==> config.mk <==
export PLATFORM = sky130hd
export DESIGN_NAME = special_tile_renderer
export DESIGN_NICKNAME = d
export VERILOG_FILES = /design/src/rtl/special_tile_renderer.sv
export SDC_FILE = /design/constraint.sdc
export NUM_CORES = 1
export LEC_CHECK = 0
export CAP_MARGIN = 0
export CORE_MARGIN = 5
export CORE_UTILIZATION = 30
export DETAILED_ROUTE_END_ITERATION = 12
export PLACE_DENSITY = 0.56
export SKIP_LAST_GASP = 1
export SLEW_MARGIN = 5
export SYNTH_ARGS = -nofsm -noshare
export SYNTH_HDL_FRONTEND = slang
export SYNTH_SLANG_ARGS = --single-unit
export TNS_END_PERCENT = 1
==> constraint.sdc <==
create_clock -name clk -period 6.75 [get_ports clk]
set_clock_uncertainty 0.15 [all_clocks]
set_input_delay 1.35 -clock clk [delete_from_list [all_inputs] [get_ports clk]]
set_output_delay 1.35 -clock clk [all_outputs]
set_load 0.01 [all_outputs]
==> src/rtl/special_tile_renderer.sv <==
// Draws up to NUM_TILES square glyph tiles (plus/minus/blank/solid) onto the maze grid,
// one pixel per accepted cycle, with every output registered.
module special_tile_renderer #(
  parameter int unsigned NUM_TILES  = 2,
  parameter int unsigned COORD_W    = 5,
  parameter int unsigned LOC_W      = 9,
  parameter int unsigned TILE_SIZE  = 9,
  parameter int unsigned CELL_PITCH = 10,
  parameter int unsigned X_OFFSET   = 80,
  parameter int unsigned Y_OFFSET   = 0,
  parameter logic [2:0]  FG_PLUS    = 3'b100,
  parameter logic [2:0]  FG_MINUS   = 3'b010,
  parameter logic [2:0]  FG_SOLID   = 3'b001,
  parameter logic [2:0]  BG_COLOUR  = 3'b111
) (
  input  logic                         clk,
  input  logic                         resetn,
  input  logic                         start,
  input  logic [NUM_TILES*COORD_W-1:0] tile_x,
  input  logic [NUM_TILES*COORD_W-1:0] tile_y,
  input  logic [NUM_TILES*2-1:0]       tile_kind,
  input  logic [NUM_TILES-1:0]         tile_en,
  input  logic                         plot_ready,
  output logic [LOC_W-1:0]             xLoc,
  output logic [LOC_W-1:0]             yLoc,
  output logic [2:0]                   colour,
  output logic                         plot,
  output logic                         busy,
  output logic                         done
);

  localparam int unsigned SlotW = (NUM_TILES > 1) ? $clog2(NUM_TILES) : 1;
  localparam int unsigned B0    = TILE_SIZE / 3;
  localparam int unsigned B1    = TILE_SIZE - 1 - TILE_SIZE / 3;
  localparam logic [3:0]  Last  = 4'(TILE_SIZE - 1);

  typedef enum logic [2:0] {StIdle, StLoad, StDraw, StNext, StDone} state_e;

  state_e                       state_q, state_d;
  logic [SlotW-1:0]             slot_q, slot_d, nxt_slot;
  logic [3:0]                   cx_q, cx_d, cy_q, cy_d;
  logic [NUM_TILES*COORD_W-1:0] tile_x_q, tile_y_q;
  logic [NUM_TILES*2-1:0]       kind_q;
  logic [NUM_TILES-1:0]         en_q;
  logic                         found, capture;
  logic [COORD_W-1:0]           tx, ty;
  logic [1:0]                   kind;
  logic                         hbar, vbar, plot_d;
  logic [LOC_W-1:0]             xloc_d, yloc_d;
  logic [2:0]                   colour_d;

  // Lowest enabled slot: from 0 in LOAD, strictly above the current slot otherwise.
  always_comb begin
    found    = 1'b0;
    nxt_slot = slot_q;
    for (int unsigned i = 0; i < NUM_TILES; i++) begin
      if (!found && en_q[i] && (state_q == StLoad || i > 32'(slot_q))) begin
        found    = 1'b1;
        nxt_slot = SlotW'(i);
      end
    end
  end

  always_comb begin
    state_d = state_q;
    slot_d  = slot_q;
    cx_d    = cx_q;
    cy_d    = cy_q;
    capture = 1'b0;
    unique case (state_q)
      StIdle: begin
        if (start) begin
          capture = 1'b1;
          state_d = StLoad;
        end
      end
      StLoad, StNext: begin
        cx_d = '0;
        cy_d = '0;
        if (found) begin
          slot_d  = nxt_slot;
          state_d = StDraw;
        end else begin
          state_d = StDone;
        end
      end
      StDraw: begin
        if (plot_ready) begin
          if (cx_q == Last) begin
            cx_d = '0;
            if (cy_q == Last) state_d = StNext;
            else              cy_d = cy_q + 4'd1;
          end else begin
            cx_d = cx_q + 4'd1;
          end
        end
      end
      StDone: begin
        if (!start) state_d = StIdle;
      end
      default: state_d = StIdle;
    endcase
    if (!start && (state_q == StLoad || state_q == StDraw || state_q == StNext)) begin
      state_d = StIdle;
    end
  end

  // Pixel outputs are computed from next-state values so they register alongside the counters.
  always_comb begin
    plot_d   = (state_d == StDraw);
    tx       = tile_x_q[slot_d*COORD_W +: COORD_W];
    ty       = tile_y_q[slot_d*COORD_W +: COORD_W];
    kind     = kind_q[slot_d*2 +: 2];
    hbar     = (32'(cy_d) >= B0) && (32'(cy_d) <= B1) &&
               (32'(cx_d) >= 1) && (32'(cx_d) <= TILE_SIZE - 2);
    vbar     = (32'(cx_d) >= B0) && (32'(cx_d) <= B1) &&
               (32'(cy_d) >= 1) && (32'(cy_d) <= TILE_SIZE - 2);
    xloc_d   = '0;
    yloc_d   = '0;
    colour_d = '0;
    if (plot_d) begin
      xloc_d = LOC_W'(X_OFFSET + 32'(tx) * CELL_PITCH + 32'(cx_d));
      yloc_d = LOC_W'(Y_OFFSET + 32'(ty) * CELL_PITCH + 32'(cy_d));
      case (kind)
        2'b00:   colour_d = (hbar || vbar) ? FG_PLUS : BG_COLOUR;
        2'b01:   colour_d = hbar ? FG_MINUS : BG_COLOUR;
        2'b10:   colour_d = BG_COLOUR;
        default: colour_d = FG_SOLID;
      endcase
    end
  end

  always_ff @(posedge clk or negedge resetn) begin
    if (!resetn) begin
      state_q  <= StIdle;
      slot_q   <= '0;
      cx_q     <= '0;
      cy_q     <= '0;
      tile_x_q <= '0;
      tile_y_q <= '0;
      kind_q   <= '0;
      en_q     <= '0;
      xLoc     <= '0;
      yLoc     <= '0;
      colour   <= '0;
      plot     <= 1'b0;
      busy     <= 1'b0;
      done     <= 1'b0;
    end else begin
      state_q <= state_d;
      slot_q  <= slot_d;
      cx_q    <= cx_d;
      cy_q    <= cy_d;
      if (capture) begin
        tile_x_q <= tile_x;
        tile_y_q <= tile_y;
        kind_q   <= tile_kind;
        en_q     <= tile_en;
      end
      xLoc   <= xloc_d;
      yLoc   <= yloc_d;
      colour <= colour_d;
      plot   <= plot_d;
      busy   <= (state_d == StLoad) || (state_d == StDraw) || (state_d == StNext);
      done   <= (state_d == StDone);
    end
  end

endmodule

==> impl_metrics.json <==
{
  "status": "completed",
  "antenna_cells": 0,
  "gp_congestion": 0.832,
  "initial_utilization_pct": 30.6,
  "drive_gt1_share_pct": 14.6,
  "critPathMaxStageDelay_ns": 0.68,
  "fin_crit_sh_pct": 65.8,
  "ys_seq_elements": 62,
  "layout_commonest_cell": "dfrtp_1",
  "grt_util_met1_pct": 14.5,
  "fin_nets": 451,
  "overflow": 0,
  "grt_util_met3_pct": 3.13,
  "rsz0062_at_grt": "no",
  "synth-seq-area-share_pct": 42.2,
  "rows": 40,
  "cts_buffers": 9,
  "grt_use_met2_pct": 18.7,
  "root_buffer": "clkbuf_16",
  "top_usage_layer": "met2",
  "fmax_mhz": 225,
  "grt_max_degree": 63,
  "async_reset_ff_share_pct": 100,
  "critical_path_arrival_ns": 4.50,
  "grt_pass1_wl_um": 13300,
  "wire_per_inst_um": 14.1,
  "power.total_mw": 2.55,
  "die_height_um": 121,
  "crit_path_cell_trace": "and3b_1 -> o21ai_4 -> clkinv_1 -> nand2_1 -> nand2_1 -> ha_1 -> ha_1 -> inv_1 -> fa_1 -> a21oi_1 -> nor3_1 -> o21a_1 -> a2111oi_2",
  "numClockSinks": 62,
  "syn_area_um2": 3680,
  "grt_antenna_before_repair": 0,
  "pin_count": 54,
  "drtPass1Iterations": 4,
  "path_max_fanout": 23,
  "clk_pin_slew_ns": 0.06,
  "cp.required_ns": 6.81,
  "r2r-start": "state_q[0]$_DFF_PN0_",
  "tightest_slew_ns": 1.20,
  "postSynthNetCount": 399,
  "synth_area_leaders": "dfrtp_1 42%, ha_1 8.2%, mux2_2 7.0%",
  "grt_pass1_vias": 2694,
  "maxCapViolations": 0,
  "die-area_um2": 14600,
  "final_antenna_net_count": 0,
  "syn-instance-count": 341,
  "leakagePower_nw": 2.07,
  "grt_use_total_pct": 11.4,
  "postSynthAreaPerCell_um2": 10.8,
  "via_per_inst": 4.77,
  "setup_tns_ns": 0,
  "startpoint_type": "flop",
  "h-tree-depth": 3,
  "yosysUniqueCellTypes": 65,
  "hold_buffers": 0,
  "period_needed_ns": 4.44,
  "cts_tree": "done",
  "port_buffers": 53,
  "relSlewSlack_pct": 20.0,
  "synth_edf_count": 0,
  "ys_warn_count": 0,
  "hpwl_um": 5720,
  "power.density_nw_per_um2": 550,
  "min_from": "tile_y_q[5]$_DFFE_PN0P_",
  "dpl.cell_count": 529,
  "finalHoldViolations": 0,
  "coreArea_um2": 12000,
  "peakVddDrop_uv": 223,
  "cts_setup_buffers": 0,
  "final_cell_mix": "62 x dfrtp_1, 52 x clkdlybuf4s50_1, 32 x nand2_1",
  "cp-startpoint": "state_q[0]$_DFF_PN0_",
  "drc": 0,
  "yosysTopAreaCellShare_pct": 42.2,
  "clock_latency_ns": 0.33,
  "worstSetupEndpointType": "flop",
  "post_cts_resized": 0,
  "final-max-slew-violation-count": 0,
  "clock_path_buffers": 2,
  "die_w_um": 121,
  "crit_slowest_cell": "dfrtp_1",
  "synth_largest_area_cell": "dfrtp_1",
  "vias": 2601,
  "areaGrowthSynthToFinish_pct": 26.0,
  "min_path_type": "flop to flop",
  "drt_wl_total_um": 7700,
  "criticalPathCategory": "flop to flop",
  "initialDrtViolationCount": 69,
  "final_cells": 545,
  "setup_viol": 0,
  "ys.flop_type": "dfrtp_1"
}
## state kept, by name, summed over array words and instances (netlist names)
signal / flops
cx_q: 4
busy: 1
tile_x_q: 10
xLoc: 9
slot_q: 1
en_q: 2
tile_y_q: 10
done: 1
plot: 1
yLoc: 9
cy_q: 4
state_q: 3
colour: 3
kind_q: 4
## cells by family after synthesis
logic type / after synthesis / share of synthesized area [%]
multiplexers: 32 / 10.0
AND/OR/NAND/NOR: 107 / 16.0
XOR/XNOR: 13 / 3.09
AO/OA/AOI/OAI: 56 / 12.8
buffers and inverters: 43 / 5.54
flip-flops: 62 / 42.2
adder cells (fa/ha/maj): 28 / 10.3
## routing by layer
metal / vias up / part of all wire, % / wire [µm]
met5: - / 0 / 0
met4: 0 / 1.2 / 95
met3: 6 / 3.8 / 290
met2: 39 / 49 / 3800
met1: 1259 / 46 / 3510
li1: 1297 / - / -
## layout make-up
class	count	area [µm²]
well taps	147	184
clock buffers	11	243
flip-flops and latches	62	1550
clock inverters	5	82.6
inverters	30	113
fillers	1209	7370
repair buffers	54	533
multi-input cells	236	1930
## cell usage after synthesis, types with 6 or more instances
master   number
ha_1         24
nor2b_1      10
xor2_1        6
buf_2         7
nor2_1       21
a21oi_1      10
o21ai_0       6
xnor2_1       7
nand2_1      32
nor3_1        7
nand4_1       8
mux2_2       23
inv_1        29
dfrtp_1      62
## stage by stage
stage               hold slack (ns)  cell area, µm²  setup slack, ns  utilization, %
CTS                           0.339            4640             2.27            38.6
finish                        0.337            4640             2.31            38.6
detailed placement            0.327            4310             2.19            35.9
floorplan                     0.308            3680             3.03               -
global placement              0.319            4310             2.30            35.9
global route                  0.353            4640             1.94            38.6
## path summary, 6_finish.rpt
check,endpoint,slack [ns],depth (start not counted)
setup / recovery,xLoc[8]$_DFF_PN0_,2.31,13
hold / removal,tile_y_q[5]$_DFFE_PN0P_,0.34,1
setup reg to reg,xLoc[8]$_DFF_PN0_,2.31,13
hold reg to reg,tile_y_q[5]$_DFFE_PN0P_,0.34,1
max in group asynchronous,kind_q[2]$_DFFE_PN0P_,4.91,2
min in group asynchronous,cx_q[0]$_DFF_PN0_,1.03,2
## worst max-delay path, delay by kind of cell, from the launching register on
| family | cells | cell delay, ns |
|---|---|---|
| adder cells (fa/ha/maj) | 3 | 0.98 |
| AND/OR/NAND/NOR | 4 | 0.77 |
| buffers and inverters | 2 | 0.46 |
| flip-flops | 1 | 0.68 |
| AO/OA/AOI/OAI | 4 | 1.26 |
## report_power, final
part	switching [mW]	leakage [nW]	internal [mW]
Clock	0.168	0.160	0.334
Combinational	0.772	1.12	0.671
Sequential	0.0996	0.792	0.505
No activity file was read; power rests on OpenSTA's default activity.
==> RTL change 1 (same settings) <==
Set the parameter `LOC_W` to 18 (it was 9).
--- a/src/rtl/special_tile_renderer.sv
+++ b/src/rtl/special_tile_renderer.sv
@@ -3,7 +3,7 @@
 module special_tile_renderer #(
   parameter int unsigned NUM_TILES  = 2,
   parameter int unsigned COORD_W    = 5,
-  parameter int unsigned LOC_W      = 9,
+  parameter int unsigned LOC_W      = 18,
   parameter int unsigned TILE_SIZE  = 9,
   parameter int unsigned CELL_PITCH = 10,
   parameter int unsigned X_OFFSET   = 80,
Interface: changed (resized xLoc and yLoc); port bits go from 54 to 72. The function was not compared with the original's and may differ.
==> RTL change 1 against the unedited design <==
- via count increased by 3.2%
- total power grew 2.5%
- critical endpoint is now yLoc[8]
- first-iteration DRC count up 110%
- sequential cell count is 2 higher
- highest routed layer unchanged
- worst setup slack improved by 0.20 ns
- critical path type unchanged
- sequential share of layout area rose by 0.72 points
- wire length rose by 6.6%
- area after synthesis rose by 0.78%
- final area increased by 1.1%
- combinational power rose by 6%
==> RTL change 1: results (changes against the unedited design) <==
status finished, final reports clean; Worst VDD drop 250.6 µV (+12%); post-synth cell types 62 (-4.6%); Via-to-Cell Ratio 4.645 (-2.7%); Post-synth top cells dfrtp_1 (64), mux2_2 (31), ha_1 (23), nor2_1 (23); routability cong. 0.8435 (+1.4%); compound-gate portion of the synthesized area 11.23% (-1.5 points); fraction of layout cells with a size suffix above 1 14.88% (+0.31 points); layout filler cell count 1205 (-0.33%); Worst path max stage delay 0.70 ns (+0.02 ns); fraction of the mapped netlist area in adder cells 9.919% (-0.42 points); XOR/XNOR share of the synthesized area 4.251% (+1.2 points); DPL Wire Length 6.071 mm (+6.2%); port bufs 55 (+3.8%); Final Non-Filler Cells 578 (+6.1%); global-route wire length before repair 13.92 mm (+5.0%); multiplexer share of the synthesized area 11.03% (+1.0 points); Inst Count DP 562 (+6.2%); Tightest Pin Transition 0.8058 ns (-0.3900 ns); top cells by area, synth dfrtp_1 (43%), mux2_2 (9.4%), ha_1 (7.8%); Iteration-0 DRC Markers 146 (+110%); placed inst area 4385 µm² (+1.7%); Wirelength per Cell 14.20 µm (+0.54%); number of global-route vias before repair 2865 (+6.3%); Place WS 2.264 ns (+0.07758 ns); Leak 2.093 nW (+1.2%); critical path arrival 4.27 ns (-0.23 ns); aggregate global-route resource usage 12.12% (+0.74 points); largest net degree at the start of global routing 65 (+3.2%)
-- RTL change 1: layout make-up --
type,count,area [µm²],area share [%]
well taps,168,210.2,4.486
multi-input cells,250,1923,41.04
inverters,22,82.58,1.762
repair buffers,58,568.0,12.12
clock buffers,13,260.3,5.554
clock inverters,3,40.04,0.8545
flip-flops and latches,64,1602,34.18
-- RTL change 1: power breakdown --
| group | internal (mW) | switching [mW] | total (mW) |
|---|---|---|---|
| combinational | 0.711 | 0.813 | 1.52 |
| sequential | 0.522 | 0.0995 | 0.621 |
| clock | 0.305 | 0.162 | 0.467 |
| total | 1.54 | 1.08 | 2.61 |
-- RTL change 1: final timing paths --
| kind | from | end | slack, ns | depth (start not counted) |
|---|---|---|---|---|
| setup / recovery | state_q[2] | yLoc[8] | 2.51 | 11 |
| max in group asynchronous | resetn | state_q[1] | 4.87 | 2 |
| hold reg to reg | kind_q[2] | kind_q[2] | 0.35 | 1 |
| setup reg to reg | state_q[2] | yLoc[8] | 2.51 | 11 |
| hold / removal | kind_q[2] | kind_q[2] | 0.35 | 1 |
| min in group asynchronous | resetn | state_q[2] | 1.05 | 2 |
-- RTL change 1: per-layer routing --
metal  vias to the layer above  track usage [%]  wire length, µm
met5                         -                0                0
met4                         0            4.272              129
met3                        13            3.776              613
met2                        77            20.74             4148
met1                      1291            14.34             3314
li1                       1304                -                -
-- RTL change 1: critical path, delay by kind of cell, from the launching register on --
kind	cells	cell delay [ns]
AO/OA/AOI/OAI	4	1.06
XOR/XNOR	1	0.13
AND/OR/NAND/NOR	4	1.11
multiplexers	1	0.60
flip-flops	1	0.70
adder cells (fa/ha/maj)	1	0.33
==> RTL change 2 (same flow settings) <==
Made on the original files. Make the reset (`resetn`) synchronous in one clocked block.
--- a/src/rtl/special_tile_renderer.sv
+++ b/src/rtl/special_tile_renderer.sv
@@ -130,7 +130,7 @@
     end
   end
 
-  always_ff @(posedge clk or negedge resetn) begin
+  always_ff @(posedge clk) begin
     if (!resetn) begin
       state_q  <= StIdle;
       slot_q   <= '0;
Check against the original RTL: differs if resetn is asserted again (counterexample within 4 cycles, from zero or initial values and one cycle with resetn low); with resetn held inactive, the same outputs for 10 cycles.
==> RTL change 2 against the unedited design <==
- die area decreased by 11%
- via count increased by 3.7%
- utilization decreased by 0.45 points
- wire length decreased by 0.21%
- global-route usage increased by 0.88 points
- non-clock buffer count increased by 1
- fmax increased by 2.5%
- critical path type is now input pin to flop
- worst setup slack improved by 0.11 ns
- critical path depth decreased by 4
- largest cell class unchanged
- area after synthesis decreased by 11%
- sequential cell count unchanged
- final area decreased by 12%
- critical endpoint is now xLoc[8]
Power is not compared: it rests on default switching activity, and its combinational part moved more than twofold at a synthesized area within 25%.
==> RTL change 2: results (changes against the unedited design) <==
status finished, final reports clean; fraction of the mapped netlist area in adder cells 12.44% (+2.1 points); Max-slew headroom 30.99% (+11 points); post-synth cell types 57 (-12%); worst hold-check path type flop to flop; hold endpoint tile_x_q[3]; compound-gate portion of the synthesized area 16.16% (+3.4 points); multiplexer share of the synthesized area 4.798% (-5.2 points); antenna cells 0 (unchanged); reg2reg start state_q[2]; global-route wire length before repair 12.63 mm (-4.8%); initial antenna violation count 0 (unchanged); hold path depth 2 (+1); root buf cell clkbuf_8; ys flop type dfxtp_1; DPL Wire Length 5.600 mm (-2.1%); Iteration-0 DRC Markers 83 (+20%); Wirelength per Cell 13.64 µm (-3.4%); hold_sp tile_x_q[3]; XOR/XNOR share of the synthesized area 3.225% (+0.13 points); Via-to-Cell Ratio 4.790 (+0.38%); largest net degree at the start of global routing 32 (-49%); Post-synth top cells nand2_1 (67), dfxtp_1 (62), a21oi_1 (38); worst r2r path cells 11 (-2); R2R setup slack 2.82 ns (+0.51 ns); Place WS 2.091 ns (-0.09518 ns); reg-to-reg endpoint xLoc[8]; critical path arrival 4.42 ns (-0.08 ns); Inst Count DP 548 (+3.6%); Worst VDD drop 69.65 µV; aggregate global-route resource usage 12.26% (+0.88 points); Worst path max stage delay 0.66 ns (-0.02 ns); layout filler cell count 1161 (-4.0%); Final Non-Filler Cells 563 (+3.3%); port bufs 53 (unchanged); Avg Inst Size Synth 8.857 µm² (-18%); Clock Path Buffers 2 (unchanged); Async SR Flop Fraction 0% (-100 points); number of global-route vias before repair 2733 (+1.4%); CP max stage cell o41ai_2; crit-path max FO 8 (-65%); post-synthesis sequential area ratio 38.08% (-4.1 points); top cells by area, synth dfxtp_1 (38%), ha_1 (10%), nand2_1 (7.7%); nets@finish 479 (+6.2%); routability cong. 0.8109 (-2.5%); fraction of layout cells with a size suffix above 1 8.038% (-6.5 points); Post-Syn Nets 428 (+7.3%)
-- RTL change 2: per-layer routing --
metal / up-vias / global-route usage (%) / part of all wire (%)
met5: - / 0 / 0
met4: 0 / 5.542 / 1.7
met3: 11 / 3.224 / 4.3
met2: 49 / 20.96 / 48
met1: 1269 / 14.34 / 46
li1: 1368 / - / -
-- RTL change 2: worst max-delay path, delay by kind of cell --
kind | cells | cell delay [ns]
buf+inv | 1 | 0.52
compound gates | 6 | 1.84
fa+ha+maj | 1 | 0.35
simple gates | 1 | 0.35
-- RTL change 2: cell families after synthesis --
logic type / count (synthesis)
compound gates: 75
xor+xnor: 12
fa+ha+maj: 30
buf+inv: 38
flops: 62
mux: 14
simple gates: 137
-- RTL change 2: worst max path at each step --
| stage | start | end | slack (ns) | cells past startpoint |
|---|---|---|---|---|
| after floorplan | plot_ready | xLoc[8] | 2.87 | 9 |
| after global placement | plot_ready | xLoc[8] | 2.14 | 9 |
| after detailed placement | plot_ready | xLoc[8] | 2.09 | 9 |
| after CTS | plot_ready | xLoc[8] | 2.45 | 9 |
| after global routing | plot_ready | xLoc[8] | 2.28 | 9 |
| final | plot_ready | xLoc[8] | 2.42 | 9 |
-- RTL change 2: layout make-up --
cell class | instances | area share [%]
Clock buffer | 11 | 3.448
Clock inverter | 4 | 1.160
Inverter | 23 | 2.106
Multi-Input combinational cell | 268 | 45.44
Sequential cell | 62 | 30.27
Tap cell | 140 | 4.272
Timing Repair Buffer | 55 | 13.30
-- RTL change 2: stage by stage --
step,hold WS (ns),cell area (µm²)
floorplan,0.2811,3259
global placement,0.2911,3911
detailed placement,0.2949,3911
CTS,0.3063,4100
global route,0.3253,4100
finish,0.3046,4100
